[config.mk]
export PLATFORM = sky130hd
export DESIGN_NAME = mem_bus_arbiter
export DESIGN_NICKNAME = d
export VERILOG_FILES = /design/src/rtl/mem_bus_arbiter.sv
export SDC_FILE = /design/constraint.sdc
export NUM_CORES = 1
export LEC_CHECK = 0
export ABC_AREA = 1
export CAP_MARGIN = 10
export CORE_AREA = 4 4 93 161
export CTS_CLUSTER_SIZE = 14
export DETAILED_ROUTE_END_ITERATION = 6
export DIE_AREA = 0 0 97 165
export HOLD_SLACK_MARGIN = 0.1
export PLACE_DENSITY = 0.87
export SYNTH_ARGS = -nofsm -noshare
export SYNTH_HDL_FRONTEND = slang
export SYNTH_SLANG_ARGS = --single-unit
[constraint.sdc]
create_clock -name clk -period 2.7 [get_ports clk]
set_input_delay 0.81 -clock clk [delete_from_list [all_inputs] [get_ports clk]]
set_output_delay 0.81 -clock clk [all_outputs]
set_load 0.03 [all_outputs]
[src/rtl/mem_bus_arbiter.sv]
// mem_bus_arbiter
//   Shares one single-port memory bus between instruction fetch (IF) and data
//   access (MEM), and builds the 6-bit pipeline stall vector from the pending bus
//   requests plus the ID/EX stall requests (deepest requester wins).
//   Stall bit order: [0]=PC, [1]=IF, [2]=ID, [3]=EX, [4]=MEM, [5]=WB.
//
// Parameters
//   WAIT_MAX     bus cycles without bus_ack before a transaction is aborted (0 = never)
//
// Ports
//   clk, rst                  rising-edge clock, asynchronous active-low reset
//   if_req, if_addr           fetch request and address
//   mem_req, mem_we, mem_addr, mem_wdata, mem_sel
//                             data access request (1=write), address, data, byte enables
//   stallreq_id, stallreq_ex  stall requests from ID (load-use) and EX (multi-cycle)
//   bus_req, bus_we, bus_addr, bus_wdata, bus_sel
//                             registered bus transaction, held stable until bus_ack
//   bus_ack, bus_rdata        one-cycle completion pulse and read data
//   if_inst, mem_rdata        last fetched instruction / last read data (held)
//   bus_err                   one-cycle pulse on timeout abort
//   stall                     pipeline stall vector

module mem_bus_arbiter #(
    parameter int unsigned WAIT_MAX = 15
) (
    input  logic        clk,
    input  logic        rst,
    input  logic        if_req,
    input  logic [31:0] if_addr,
    input  logic        mem_req,
    input  logic        mem_we,
    input  logic [31:0] mem_addr,
    input  logic [31:0] mem_wdata,
    input  logic [3:0]  mem_sel,
    input  logic        stallreq_id,
    input  logic        stallreq_ex,
    output logic        bus_req,
    output logic        bus_we,
    output logic [31:0] bus_addr,
    output logic [31:0] bus_wdata,
    output logic [3:0]  bus_sel,
    input  logic        bus_ack,
    input  logic [31:0] bus_rdata,
    output logic [31:0] if_inst,
    output logic [31:0] mem_rdata,
    output logic        bus_err,
    output logic [5:0]  stall
);

    // Counter only has to reach WAIT_MAX-1: the abort happens on the cycle that
    // would have been the WAIT_MAX-th one without an ack.
    localparam int unsigned CntW = (WAIT_MAX > 1) ? $clog2(WAIT_MAX) : 1;
    localparam logic [CntW-1:0] CntLast = CntW'((WAIT_MAX == 0) ? 0 : WAIT_MAX - 1);
    localparam bit TimeoutEn = (WAIT_MAX != 0);

    typedef enum logic [1:0] {
        StIdle,
        StData,
        StFetch
    } state_e;

    state_e state_q, state_d;

    logic            if_done_q, if_done_d;
    logic            mem_done_q, mem_done_d;
    logic            bus_req_q, bus_req_d;
    logic            bus_we_q, bus_we_d;
    logic [31:0]     bus_addr_q, bus_addr_d;
    logic [31:0]     bus_wdata_q, bus_wdata_d;
    logic [3:0]      bus_sel_q, bus_sel_d;
    logic [31:0]     if_inst_q, if_inst_d;
    logic [31:0]     mem_rdata_q, mem_rdata_d;
    logic            bus_err_q, bus_err_d;
    logic [CntW-1:0] wait_cnt_q, wait_cnt_d;

    logic            if_pend;
    logic            mem_pend;
    logic [5:0]      stall_int;

    // Pending requests and stall vector
    always_comb begin
        if_pend  = if_req & ~if_done_q;
        mem_pend = mem_req & ~mem_done_q;

        if (mem_pend) begin
            stall_int = 6'b011111;
        end else if (stallreq_ex) begin
            stall_int = 6'b001111;
        end else if (stallreq_id) begin
            stall_int = 6'b000111;
        end else if (if_pend) begin
            stall_int = 6'b000011;
        end else begin
            stall_int = 6'b000000;
        end
    end

    // Next-state logic
    always_comb begin
        state_d     = state_q;
        if_done_d   = if_done_q;
        mem_done_d  = mem_done_q;
        bus_req_d   = bus_req_q;
        bus_we_d    = bus_we_q;
        bus_addr_d  = bus_addr_q;
        bus_wdata_d = bus_wdata_q;
        bus_sel_d   = bus_sel_q;
        if_inst_d   = if_inst_q;
        mem_rdata_d = mem_rdata_q;
        bus_err_d   = 1'b0;
        wait_cnt_d  = wait_cnt_q;

        // A done flag lives until its stage accepts the next instruction.
        if (!stall_int[4]) begin
            mem_done_d = 1'b0;
        end
        if (!stall_int[1]) begin
            if_done_d = 1'b0;
        end

        unique case (state_q)
            StIdle: begin
                // A late ack arriving here is deliberately ignored.
                if (mem_pend) begin
                    state_d     = StData;
                    bus_req_d   = 1'b1;
                    bus_we_d    = mem_we;
                    bus_addr_d  = mem_addr;
                    bus_wdata_d = mem_wdata;
                    bus_sel_d   = mem_sel;
                    wait_cnt_d  = '0;
                end else if (if_pend) begin
                    state_d     = StFetch;
                    bus_req_d   = 1'b1;
                    bus_we_d    = 1'b0;
                    bus_addr_d  = if_addr;
                    bus_wdata_d = '0;
                    bus_sel_d   = 4'hF;
                    wait_cnt_d  = '0;
                end
            end

            StData: begin
                if (bus_ack) begin
                    // Completed even if mem_req dropped (flush); only then skip done.
                    if (!bus_we_q) begin
                        mem_rdata_d = bus_rdata;
                    end
                    if (mem_req) begin
                        mem_done_d = 1'b1;
                    end
                    bus_req_d  = 1'b0;
                    wait_cnt_d = '0;
                    state_d    = StIdle;
                end else if (TimeoutEn && (wait_cnt_q == CntLast)) begin
                    if (!bus_we_q) begin
                        mem_rdata_d = '0;
                    end
                    mem_done_d = 1'b1;
                    bus_err_d  = 1'b1;
                    bus_req_d  = 1'b0;
                    wait_cnt_d = '0;
                    state_d    = StIdle;
                end else if (TimeoutEn) begin
                    wait_cnt_d = wait_cnt_q + CntW'(1);
                end
            end

            StFetch: begin
                if (bus_ack) begin
                    if_inst_d = bus_rdata;
                    if (if_req) begin
                        if_done_d = 1'b1;
                    end
                    bus_req_d  = 1'b0;
                    wait_cnt_d = '0;
                    state_d    = StIdle;
                end else if (TimeoutEn && (wait_cnt_q == CntLast)) begin
                    if_inst_d  = '0;
                    if_done_d  = 1'b1;
                    bus_err_d  = 1'b1;
                    bus_req_d  = 1'b0;
                    wait_cnt_d = '0;
                    state_d    = StIdle;
                end else if (TimeoutEn) begin
                    wait_cnt_d = wait_cnt_q + CntW'(1);
                end
            end

            default: begin
                state_d   = StIdle;
                bus_req_d = 1'b0;
            end
        endcase
    end

    always_ff @(posedge clk or negedge rst) begin
        if (!rst) begin
            state_q     <= StIdle;
            if_done_q   <= 1'b0;
            mem_done_q  <= 1'b0;
            bus_req_q   <= 1'b0;
            bus_we_q    <= 1'b0;
            bus_addr_q  <= '0;
            bus_wdata_q <= '0;
            bus_sel_q   <= '0;
            if_inst_q   <= '0;
            mem_rdata_q <= '0;
            bus_err_q   <= 1'b0;
            wait_cnt_q  <= '0;
        end else begin
            state_q     <= state_d;
            if_done_q   <= if_done_d;
            mem_done_q  <= mem_done_d;
            bus_req_q   <= bus_req_d;
            bus_we_q    <= bus_we_d;
            bus_addr_q  <= bus_addr_d;
            bus_wdata_q <= bus_wdata_d;
            bus_sel_q   <= bus_sel_d;
            if_inst_q   <= if_inst_d;
            mem_rdata_q <= mem_rdata_d;
            bus_err_q   <= bus_err_d;
            wait_cnt_q  <= wait_cnt_d;
        end
    end

    assign bus_req   = bus_req_q;
    assign bus_we    = bus_we_q;
    assign bus_addr  = bus_addr_q;
    assign bus_wdata = bus_wdata_q;
    assign bus_sel   = bus_sel_q;
    assign if_inst   = if_inst_q;
    assign mem_rdata = mem_rdata_q;
    assign bus_err   = bus_err_q;

    // Stall released the moment reset is asserted, even with requests still high.
    assign stall = rst ? stall_int : 6'b000000;

endmodule

# Word level (Yosys, flattened, before mapping)
# Index checks and enable logic that the tools add are counted.
# totals
register_bits,143
out_inout_bits,141
# op_classes
n_addsub,1
eq_ne,5
mux,47
n_bitwise,5
n_reduce_logical,10
# op_table
operator,count
32-bit two-way mux,10
4-bit two-way mux,6
1-bit two-way mux,19
6-bit two-way mux,3
2-bit two-way mux,5
4-bit one-hot mux with 2 select lines,1
2-bit AND reduction,4
2-bit nonzero test,3
"4-bit by 1-bit adder with 4-bit output, second input constant",1
"4-bit == test, second input constant",1
2-bit one-hot mux with 2 select lines,1
3-bit two-way mux,1
"3-bit by 1-bit != test with 1-bit output, second input constant",1
"3-bit != test, second input constant",1
1-bit inverter,3
3-bit AND reduction,1
1-bit AND,2
"2-bit by 1-bit == test with 1-bit output, second input constant",1
"2-bit == test, second input constant",1
2-bit logical NOT,1
1-bit one-hot mux with 2 select lines,1
2-bit OR reduction,1

# Logic depth before layout (Yosys ltp)
# depth
ltp_word,10
ltp_mapped,9

# Worst setup path before layout
# OpenSTA, ideal clock, no wires.
# synth_path
path_type,input-to-output
start,input port mem_req
end,output port stall[3]
arrival_ps,1717
required_ps,1890
path_slack_ps,173
cell_stages,5
n_path_buf,3
cell_sequence,buf_6 nand2_4 buf_6 buf_6 a21oi_1
# synth_via
elab_chain_len,3
# synth_rtl
item,line_no,rtl
"start, declared",30,"input logic mem_req,"
1-bit AND,83,mem_pend = mem_req & ~mem_done_q;
6-bit two-way mux,85,if (mem_pend) begin
6-bit two-way mux,237,assign stall = rst ? stall_int : 6'b000000;
"end, declared",47,output logic [5:0] stall
# Every way passes these cells.

# Final worst setup path
# layout_path
start,input port stallreq_id
end,output port stall[1]
# layout_via
elab_chain_len,4
# layout_rtl
item,line_no,rtl
"start, declared",35,"input logic stallreq_id,"
3-bit two-way mux,89,end else if (stallreq_id) begin
6-bit two-way mux,87,end else if (stallreq_ex) begin
6-bit two-way mux,85,
6-bit two-way mux,237,
# Every way passes these cells.

==> flow_summary_export.csv <==
group,metric,value,unit
run_status,outcome,"completed",
power,sequentialPowerShare,0.307,
critical_path,cp_max_fo,2,
min_path,hp-class,"in -> async",
routing,antenna_left,0,
flow_run,max_cap_violations,0,
critical_path,slowest_stage,"clkdlybuf4s50_1",
floorplan,die-width,97,um
placement,dp_hpwl,13900,um
clock_network,cts_tree,"done",
timing,fmax,381,MHz
clock_network,htree_num_levels,4,
routing,vias,5421,
timing,skew,7.36,ps
clock_network,cts.sinks,143,
timing,slew_violations,0,
critical_path,crit_chain,"clkdlybuf4s50_1 -> nor2_1 -> nand2_1 -> inv_1 -> nand2_1 -> nand2_1 -> inv_1 -> buf_4",
clock_network,clockRootBuffer,"clkbuf_16",
grt,grtUsageTotal,0.235,
critical_path,path_buf_inv,4,
placement,dp_slack,-34.2,ps
finish,layout_common_cells,"clkdlybuf4s50_1, nand2_1, dfrtp_1",
timing,finalSetupTns,0,ps
routing,drt_wl_total,19200,um
placement,port_buffers,279,
floorplan,boundaryPins,281,
floorplan,die_area,0.0160,mm2
power,switching_power,5.01,mW
yosys,ys_seq_area_frac,0.606,
routing,drt-initial-drc-count,304,
routing,post-route-drc-count,0,
placement,gp_congestion,0.864,
grt,grt_antenna_before_repair,0,
yosys,yosysUniqueCellTypes,28,
critical_path,path_class,"in -> out",
clock_network,clock_latency,410,ps
clock_network,postCtsSetupBuffers,0,
clock_network,cts-buffers-inserted,17,
yosys,netlist_area,0.00591,mm2
finish,utilization,0.682,
power,p_per_area,1260,mW/mm2
finish,mostFrequentLayoutCell,"clkdlybuf4s50_1",
power,sw_frac_of_total,0.425,
grt,grt_pass1_vias,5385,
yosys,ys_warn_count,0,
finish,diodes,0,
critical_path,arrival,1820,ps
timing,rsz0062_at_grt,"true",
critical_path,end_kind,"primary output",
grt,grt_start_max_net_pins,116,
floorplan,start_util,0.429,
routing,vias_per_cell,5.14,
power,p_clk_frac,0.191,
timing,hold_viol_final,0,
clock_network,cts.path.max_buffers,2,
routing,dr.pass1.iters,5,
yosys,postSynthNetCount,737,
yosys,avgSynthCellArea,9.98,um2
critical_path,startpoint_type,"input port",
yosys,syn-instance-count,592,
floorplan,die_h,165,um
grt,grt_remaining_overflow,0,
timing,min_period_over_period,0.973,
finish,syn_to_final_growth,58.8,%
timing,slew-limit-headroom,0.581,
power,comb_power_share,0.501,
timing,min_period,2630,ps
critical_path,crit_required,1890,ps
critical_path,crit_path_max_incr_delay,400,ps
clock_network,cts_hold_repair.buffers,0,
timing,setup_viol,0,
power,p_int,6.77,mW
yosys,synth.ff_latch_count,143,
power,vdd_ir_drop_max,0.583,mV
finish,layout-drive-gt1-share,0.0696,
timing,tightest_slew,628,ps
power,leakage,4.16,nW
routing,routedWlPerCell,18.2,um
critical_path,crit_family,"buffers and inverters",
clock_network,path_clk_slew,70,ps
floorplan,row_count,57,
finish,final_nets,1009,
grt,grt_pass1_wl,29400,um
timing,setup_ws,73.9,ps
critical_path,critPathMostFrequentCell,"nand2_1",
floorplan,coreArea,0.0138,mm2
[final timing paths]
path,to,cells past startpoint,start,slack (ps)
setup / recovery,stall[1],8,stallreq_id,70
hold / removal,bus_addr[30],1,rst,220
hold reg to reg,if_inst[24],2,if_inst[24],480
min in group clk,if_inst[24],2,if_inst[24],480
max in group asynchronous,bus_wdata[15],2,rst,1620
setup reg to reg,mem_rdata[9],7,wait_cnt_q[0],910
[stage by stage]
step	cells	hold slack (ps)	instance area (um2)	total power [mW]
2_1_floorplan	592	475	5910	6.91
3_3_place_gp	1022	464	8820	9.44
3_5_place_dp	1022	468	8820	9.59
4_1_cts	1054	202	9380	11.9
5_1_grt	1054	204	9380	12.4
6_report	1054	218	9380	11.8
[synth_stat cells]
| library cell | instances | area, um2 |
|---|---|---|
| buf_6 | 8 | 90.1 |
| a22o_1 | 32 | 280 |
| nand3_4 | 1 | 17.5 |
| a21oi_1 | 33 | 165 |
| conb_1 | 1 | 3.75 |
| clkbuf_2 | 1 | 5.00 |
| o31ai_1 | 32 | 240 |
| ha_1 | 5 | 62.6 |
| buf_2 | 17 | 85.1 |
| nand2_4 | 1 | 11.3 |
| nand3b_1 | 1 | 7.51 |
| nand4_1 | 1 | 6.26 |
| dfrtp_1 | 143 | 3580 |
| inv_2 | 3 | 11.3 |
| nor3_1 | 1 | 5.00 |
| buf_4 | 8 | 60.1 |
| o21ai_0 | 54 | 270 |
| nor2_1 | 41 | 154 |
| o21ai_1 | 16 | 80.1 |
| nand3_1 | 7 | 35.0 |
| clkbuf_1 | 8 | 30.0 |
| o22a_1 | 4 | 35.0 |
| nand2_2 | 2 | 12.5 |
| inv_1 | 19 | 71.3 |
| o22ai_1 | 1 | 6.26 |
| nand2_1 | 150 | 563 |
| nor2_4 | 1 | 11.3 |
| nand3_2 | 1 | 10.0 |
[flip-flops by register name, indices dropped and copies added (netlist names), 2 cells and up]
signal      count
bus_addr       32
if_inst        32
state_q         2
bus_wdata      32
mem_rdata      32
bus_sel         4
wait_cnt_q      4
[kinds of logic (layout without fill, tap and decap cells)]
group           count (synthesis)  after routing  synth area share
compound gates                172            172             0.182
fa+ha+maj                       5              5            0.0106
buf+inv                        64            349            0.0597
flops                         143            143             0.606
other cells                     1              1          0.000635
simple gates                  207            207             0.141
[power by group through the flow]
| stage | registers (mW) | clock network (mW) | logic (mW) |
|---|---|---|---|
| after floorplan | 5.35 | 0 | 1.56 |
| after global placement | 3.60 | 0 | 5.84 |
| after detailed placement | 3.62 | 0 | 5.96 |
| after CTS | 3.62 | 2.31 | 5.98 |
| after global routing | 3.72 | 2.40 | 6.26 |
| final | 3.62 | 2.26 | 5.91 |
[layer usage]
metal  vias up  global-route usage  wire length (um)
met4         0               0.112               650
met2       206               0.416             10500
met5         -                   0                 0
li1       2549                   -                 -
met3        40              0.0579              1020
met1      2626               0.265              7080
[what timing repair did]
action	CTS	global route
pin swaps	0	1
resized for setup	1	1
endpoints found under the setup margin	3	3
[area by class of cell]
| cell class | count | area, um2 |
|---|---|---|
| clock buffer | 19 | 433 |
| clock inverter | 13 | 131 |
| fill | 1063 | 4380 |
| inverter | 22 | 82.6 |
| multi-input combinational | 385 | 1980 |
| sequential | 143 | 3580 |
| tap | 177 | 221 |
| timing repair buffer | 295 | 2950 |
Power figures use the tool's default switching activity.
